## src/rtl/alu_sequencer.sv

```systemverilog
// alu_sequencer: loads B/C/fctn into the ALU, waits SETTLE_CYCLES+1 cycles, captures the result into reg_a/reg_d with Z/C/S flags, and pulses done
module alu_sequencer #(
  parameter int SETTLE_CYCLES = 3
) (
  input  logic       clk,
  input  logic       rst_n,
  input  logic       start,
  input  logic [2:0] fctn_code,
  input  logic [7:0] src_b,
  input  logic [7:0] src_c,
  input  logic       dest_sel,
  input  logic [7:0] alu_result,
  input  logic       alu_carry,
  output logic [7:0] alu_b,
  output logic [7:0] alu_c,
  output logic [2:0] alu_fctn,
  output logic       busy,
  output logic       done,
  output logic [7:0] reg_a,
  output logic [7:0] reg_d,
  output logic       flag_z,
  output logic       flag_c,
  output logic       flag_s
);
  typedef enum logic [2:0] {IDLE, LOAD, SETTLE, CAPTURE, DONE} state_t;
  state_t state, next;
  logic [3:0] cnt;
  logic dsel;
  logic [7:0] res;
  always_comb begin
    next = state == IDLE    ? (start ? LOAD : IDLE) :
           state == LOAD    ? SETTLE :
           state == SETTLE  ? (cnt == 4'(SETTLE_CYCLES) ? CAPTURE : SETTLE) :
           state == CAPTURE ? DONE : IDLE;
    res = alu_fctn == 3'b111 ? 8'h00 : alu_result;
  end
  always_ff @(posedge clk or negedge rst_n)
    if (!rst_n) begin
      state <= IDLE;
      busy  <= 1'b0;
      done  <= 1'b0;
    end else begin
      state <= next;
      busy  <= next != IDLE;
      done  <= next == DONE;
    end
  always_ff @(posedge clk or negedge rst_n)
    if (!rst_n) begin
      cnt      <= 4'd0;
      alu_b    <= 8'h00;
      alu_c    <= 8'h00;
      alu_fctn <= 3'b000;
      dsel     <= 1'b0;
      reg_a    <= 8'h00;
      reg_d    <= 8'h00;
      flag_z   <= 1'b0;
      flag_c   <= 1'b0;
      flag_s   <= 1'b0;
    end else begin
      cnt <= state == SETTLE ? cnt + 4'd1 : 4'd0;
      if (state == LOAD) begin
        alu_b    <= src_b;
        alu_c    <= src_c;
        alu_fctn <= fctn_code;
        dsel     <= dest_sel;
      end
      if (state == CAPTURE) begin
        if (dsel) reg_d <= res;
        else reg_a <= res;
        flag_z <= res == 8'h00;
        flag_s <= res[7];
        if (alu_fctn[2:1] == 2'b00) flag_c <= alu_carry;
      end
    end
endmodule

```

## config.mk

```make
export PLATFORM = sky130hd
export DESIGN_NAME = alu_sequencer
export DESIGN_NICKNAME = d
export VERILOG_FILES = /design/src/rtl/alu_sequencer.sv
export SDC_FILE = /design/constraint.sdc
export NUM_CORES = 1
export LEC_CHECK = 0
export ABC_CLOCK_PERIOD_IN_PS = 4000
export CORE_MARGIN = 2
export CORE_UTILIZATION = 46
export DETAILED_ROUTE_END_ITERATION = 12
export GPL_TIMING_DRIVEN = 1
export PLACE_DENSITY_LB_ADDON = 0.15
export SYNTH_ARGS = -nofsm -noshare
export SYNTH_HDL_FRONTEND = slang
export SYNTH_SLANG_ARGS = --single-unit
```

## constraint.sdc

```tcl
create_clock -name clk -period 4 [get_ports clk]
set_clock_uncertainty 0.2 [all_clocks]
set_input_delay 0.8 -clock clk [delete_from_list [all_inputs] [get_ports clk]]
set_output_delay 0.8 -clock clk [all_outputs]
set_load 0.01 [all_outputs]
```

## Word-level counts from Yosys, hierarchy flattened

Cells that the tools add are included.

| cells by class | value |
|---|---|
| reduce and logical (&&, ||, !) cells | 7 |
| mux-type cells | 8 |
| add/subtract/negate cells | 1 |
| equality and inequality tests | 6 |
| divide/modulo/power cells | 0 |
| $lt $le $gt $ge | 0 |
| bitwise logic cells | 1 |
| shift operators | 0 |
| multiply operators | 0 |

Operators by type and width:

| cell | count |
|---|---|
| 3-bit two-way mux | 4 |
| 8-bit logical NOT | 1 |
| 8-bit two-way mux | 1 |
| 3-bit by 2-bit == test with 1-bit output, second input constant | 2 |
| 3-bit == test, second input constant | 2 |
| 2-bit AND reduction | 3 |
| 4-bit by 1-bit adder with 4-bit output, second input constant | 1 |
| 4-bit by 2-bit == test with 1-bit output, second input constant | 1 |
| 4-bit two-way mux | 1 |
| 3-bit by 1-bit == test with 1-bit output, second input constant | 1 |
| 3-bit logical NOT | 1 |
| 3-bit nonzero test | 1 |
| 2-bit logical NOT | 1 |
| 1-bit two-way mux | 2 |
| 1-bit NOT | 1 |

| storage, ports and cells | value |
|---|---|
| bits in read-only memories | 0 |
| output and inout bits | 40 |
| word-level logic and storage cells | 36 |
| memories | 0 |
| input port bits | 32 |
| memory bits (writable) | 0 |
| latch bits | 0 |
| register bits after elaboration | 48 |

## Logic depth before layout (Yosys ltp)

| depth | value |
|---|---|
| depth in word-level cells | 6 |
| mapped depth | 5 |
| depth with buffers taken out | 4 |

## Least setup slack after synthesis

OpenSTA, ideal clock, no wires.

| path | value |
|---|---|
| path kind | register to register |
| from | register state[1] |
| to | register alu_b[7] |
| setup time | 0.125 ns |
| data required time | 3.675 ns |
| cell stages (with the launch flop) | 5 |
| period minus slack after synthesis | 1.552 ns |
| arrival time | 1.228 ns |
| path slack | 2.448 ns |
| buffers on the path | 2 |
| path through | dfrtp_1 -> buf_4 -> nor3b_4 -> buf_6 -> mux2_2 |

| between the ends | value |
|---|---|
| cells in the longest elaborated chain, start to end | 1 |

RTL lines:

| item | line | text |
|---|---|---|
| start, declared | 26 | `state_t state, next;` |
| start signal, assigned | 43 | `state <= next;` |
| 3-bit by 1-bit == test with 1-bit output | 61 | `if (state == LOAD) begin` |
| end signal, assigned | 62 | `alu_b <= src_b;` |
| end, declared | 14 | `output logic [7:0] alu_b,` |

Every way passes these cells.
A chain may end at the register's enable or synchronous reset.

## Worst setup path in the final report

| path | value |
|---|---|
| from | register alu_fctn[1] |
| to | output port alu_fctn[1] |

RTL lines:

| item | line | text |
|---|---|---|
| start, declared | 16 | `output logic [2:0] alu_fctn,` |
| start signal, assigned | 64 | `alu_fctn <= fctn_code;` |

No word-level cell between the ends.

==> metrics.md <==
| Metric | Value |
|---|---|
| CP delay by family, top | buffers and inverters |
| CTS Buf Count | 5 |
| Slew Viols, Final | 0 |
| Tot Pwr | 2.09 mW |
| Global-route wire length before repair | 6470 um |
| Share of cells above drive strength 1 | 13.1% |
| CTS Sinks | 48 |
| Final Instance Area | 2680 um^2 |
| Final wirelength | 3870 um |
| Die Wd | 67.3 um |
| Rel. slew slack | 29.8% |
| Starting DRC count in detailed routing | 71 |
| CP max-delay cell | clkdlybuf4s50_1 |
| Ranking of synthesized cells by area | dfrtp_1, mux2_2, nand2_1 |
| Max-cap violations | 0 |
| Hold-fix buffer count after cts | 0 |
| Die Y | 67.3 um |
| PwrDens | 780 nW/um^2 |
| Worst-path clk slew | 0.08 ns |
| Yosys top cell area share | 65.1% |
| Finish-stage setup viols | 0 |
| Synth Instances | 147 |
| FILL cells | 292 |
| Worst-path maximum fanout | 4 |
| Synth warnings | 0 |
| Reg-to-reg slack, setup | 1.92 ns |
| Number of global-route vias before repair | 1459 |
| Post-CTS Setup Repair Bufs | 0 |
| WL/cell | 14.3 um |
| Initial core utilization | 46.8% |
| Most frequent cells in the layout | clkdlybuf4s50_1, dfrtp_1, nand2_1 |
| Syn_area_per_cell | 12.5 um^2 |
| Grt total ovfl | 0 |
| Mapped Area | 1840 um^2 |
| Top Ports | 72 |
| GRT Overall Usage | 19.7% |
| Die ar. | 4530 um^2 |
| Hold Path Class | register to register |
| Syn-to-layout area delta | 45.3% |
| Metal2 WL | 2000 um |
| Worst-Skew Late Latency | 0.29 ns |
| Cells along the critical path | clkdlybuf4s50_1 |
| Vias after detailed routing | 1354 |
| H-tree depth | 2 |
| Post-placement cell count | 263 |
| Setup TNS | 0 ns |
| Buffers on Ports | 71 |
| Top routing layer used | met4 |
| Max VDD drop | 0.416 mV |
| Worst Setup Path Type | register to primary output |
| Top cell type by total area after synthesis | dfrtp_1 |
| CORE AREA | 3940 um^2 |
| CP Capture Type | primary output |
| Yosys cell types | 23 |
| DR vias/cell | 5.00 |
| Post_cts resized | 0 |
| First-pass iteration count of the detailed router | 4 |
| Synthesized Nets | 180 |
| Post-detail-place hpwl | 2780 um |
| DRT met1 WL | 1480 um |
| Most common cell after layout, fill and taps aside | clkdlybuf4s50_1 |
| Worst Tran Pin Value | 1.05 ns |
| Placed Area | 2570 um^2 |
| Largest net degree at the start of global routing | 49 |
| DR DRC count | 0 |
| Fin. Hold Viols | 0 |
| Final min period | 2.25 ns |
| Outcome | complete, no violations |
| CTS Root Cell | clkbuf_8 |
| Worst Setup Start Kind | register |
| Initial antenna violation count | 0 |
| WP data arrival | 1.25 ns |
| RSZ-0062 raised after global routing | no |
| F_max | 445 MHz |
| Final period utilization | 56.1% |
| Layout Cells excl Fill | 271 |
| Sequential share of the synthesized area | 65.1% |
| Synth Register Bits | 48 |
| Static leakage | 1.18 nW |
| Total Nets Final | 253 |
| Rows | 23 |
| Clock Path Buffers | 2 |
| Min Hold Slack | 0.277 ns |
| Antenna-violating nets left | 0 |
| Buf+Inv Stages, Crit Path | 1 |
| Diodes inserted | 0 |
| CP Data Required Time | 3.00 ns |
| Final GP Congestion | 0.753 |
| CTS tree | yes |
| Routed wl met3 | 323 um |
| Largest stage delay, worst path | 0.56 ns |
cell families (layout without fill, tap and decap cells):
logic type               Yosys count  in the layout  synth area share [%]
multiplexers                      21             21                  12.8
AO/OA/AOI/OAI                     19             19                  5.29
flip-flops                        48             48                  65.1
XOR/XNOR                           2              2                 0.950
adder cells (fa/ha/maj)            1              1                 0.678
AND/OR/NAND/NOR                   48             48                  12.3
buffers and inverters              8             82                  2.78
Yosys cell counts:
cell / n
ha_1: 1
xnor2_1: 1
buf_4: 1
nand4bb_1: 1
a31oi_1: 2
nor3_1: 3
nand3_1: 2
xor2_1: 1
nor2_1: 7
dfrtp_1: 48
nand3b_1: 1
mux2_2: 20
and3_1: 1
nor2b_1: 1
nand2_1: 28
o21ai_0: 17
nor3b_4: 1
mux2_1: 1
nor4_1: 2
nand4b_1: 1
buf_6: 2
buf_2: 2
inv_1: 3
final timing paths:
kind                              from           to  cells past startpoint
hold / removal                  cnt[0]       cnt[0]                      1
setup reg to reg              state[1]     alu_c[0]                      2
hold reg to reg                 cnt[0]       cnt[0]                      1
max in group asynchronous        rst_n     alu_b[0]                      1
min in group asynchronous        rst_n     reg_d[4]                      1
setup / recovery           alu_fctn[1]  alu_fctn[1]                      1
report_power, final:
group          switching, mW  internal, mW  total (mW)  leakage [nW]
sequential             0.144         0.713       0.857         0.584
combinational          0.355         0.541       0.896         0.541
clock                  0.151         0.185       0.337        0.0552
flip-flops by register name, indices dropped and copies added, names as in the netlist:
signal    cells
alu_b         8
alu_c         8
reg_a         8
reg_d         8
cnt           4
alu_fctn      3
state         3
busy          1
done          1
dsel          1
flag_c        1
flag_s        1
flag_z        1
layout make-up:
class,count,area (um^2),share of cell area (%)
flip-flops and latches,48,1200,44.8
multi-input cells,91,592,22.1
repair buffers,71,706,26.3
inverters,3,11.3,0.420
well taps,50,62.6,2.33
clock inverters,2,35.0,1.31
clock buffers,6,72.6,2.71
routing by layer:
metal | vias to the layer above | GRT usage (%)
met2 | 51 | 33.9
met3 | 7 | 8.67
li1 | 641 | -
met5 | - | 0
met4 | 0 | 6.89
met1 | 655 | 21.8
stage by stage:
stage          setup slack [ns]  util [%]
3_3_place_gp               1.89      65.2
2_1_floorplan              2.45         -
4_1_cts                    1.73      68.0
3_5_place_dp               1.89      65.2
5_1_grt                    1.70      68.0
6_report                   1.75      68.0
(Power assumes the default switching activity.)
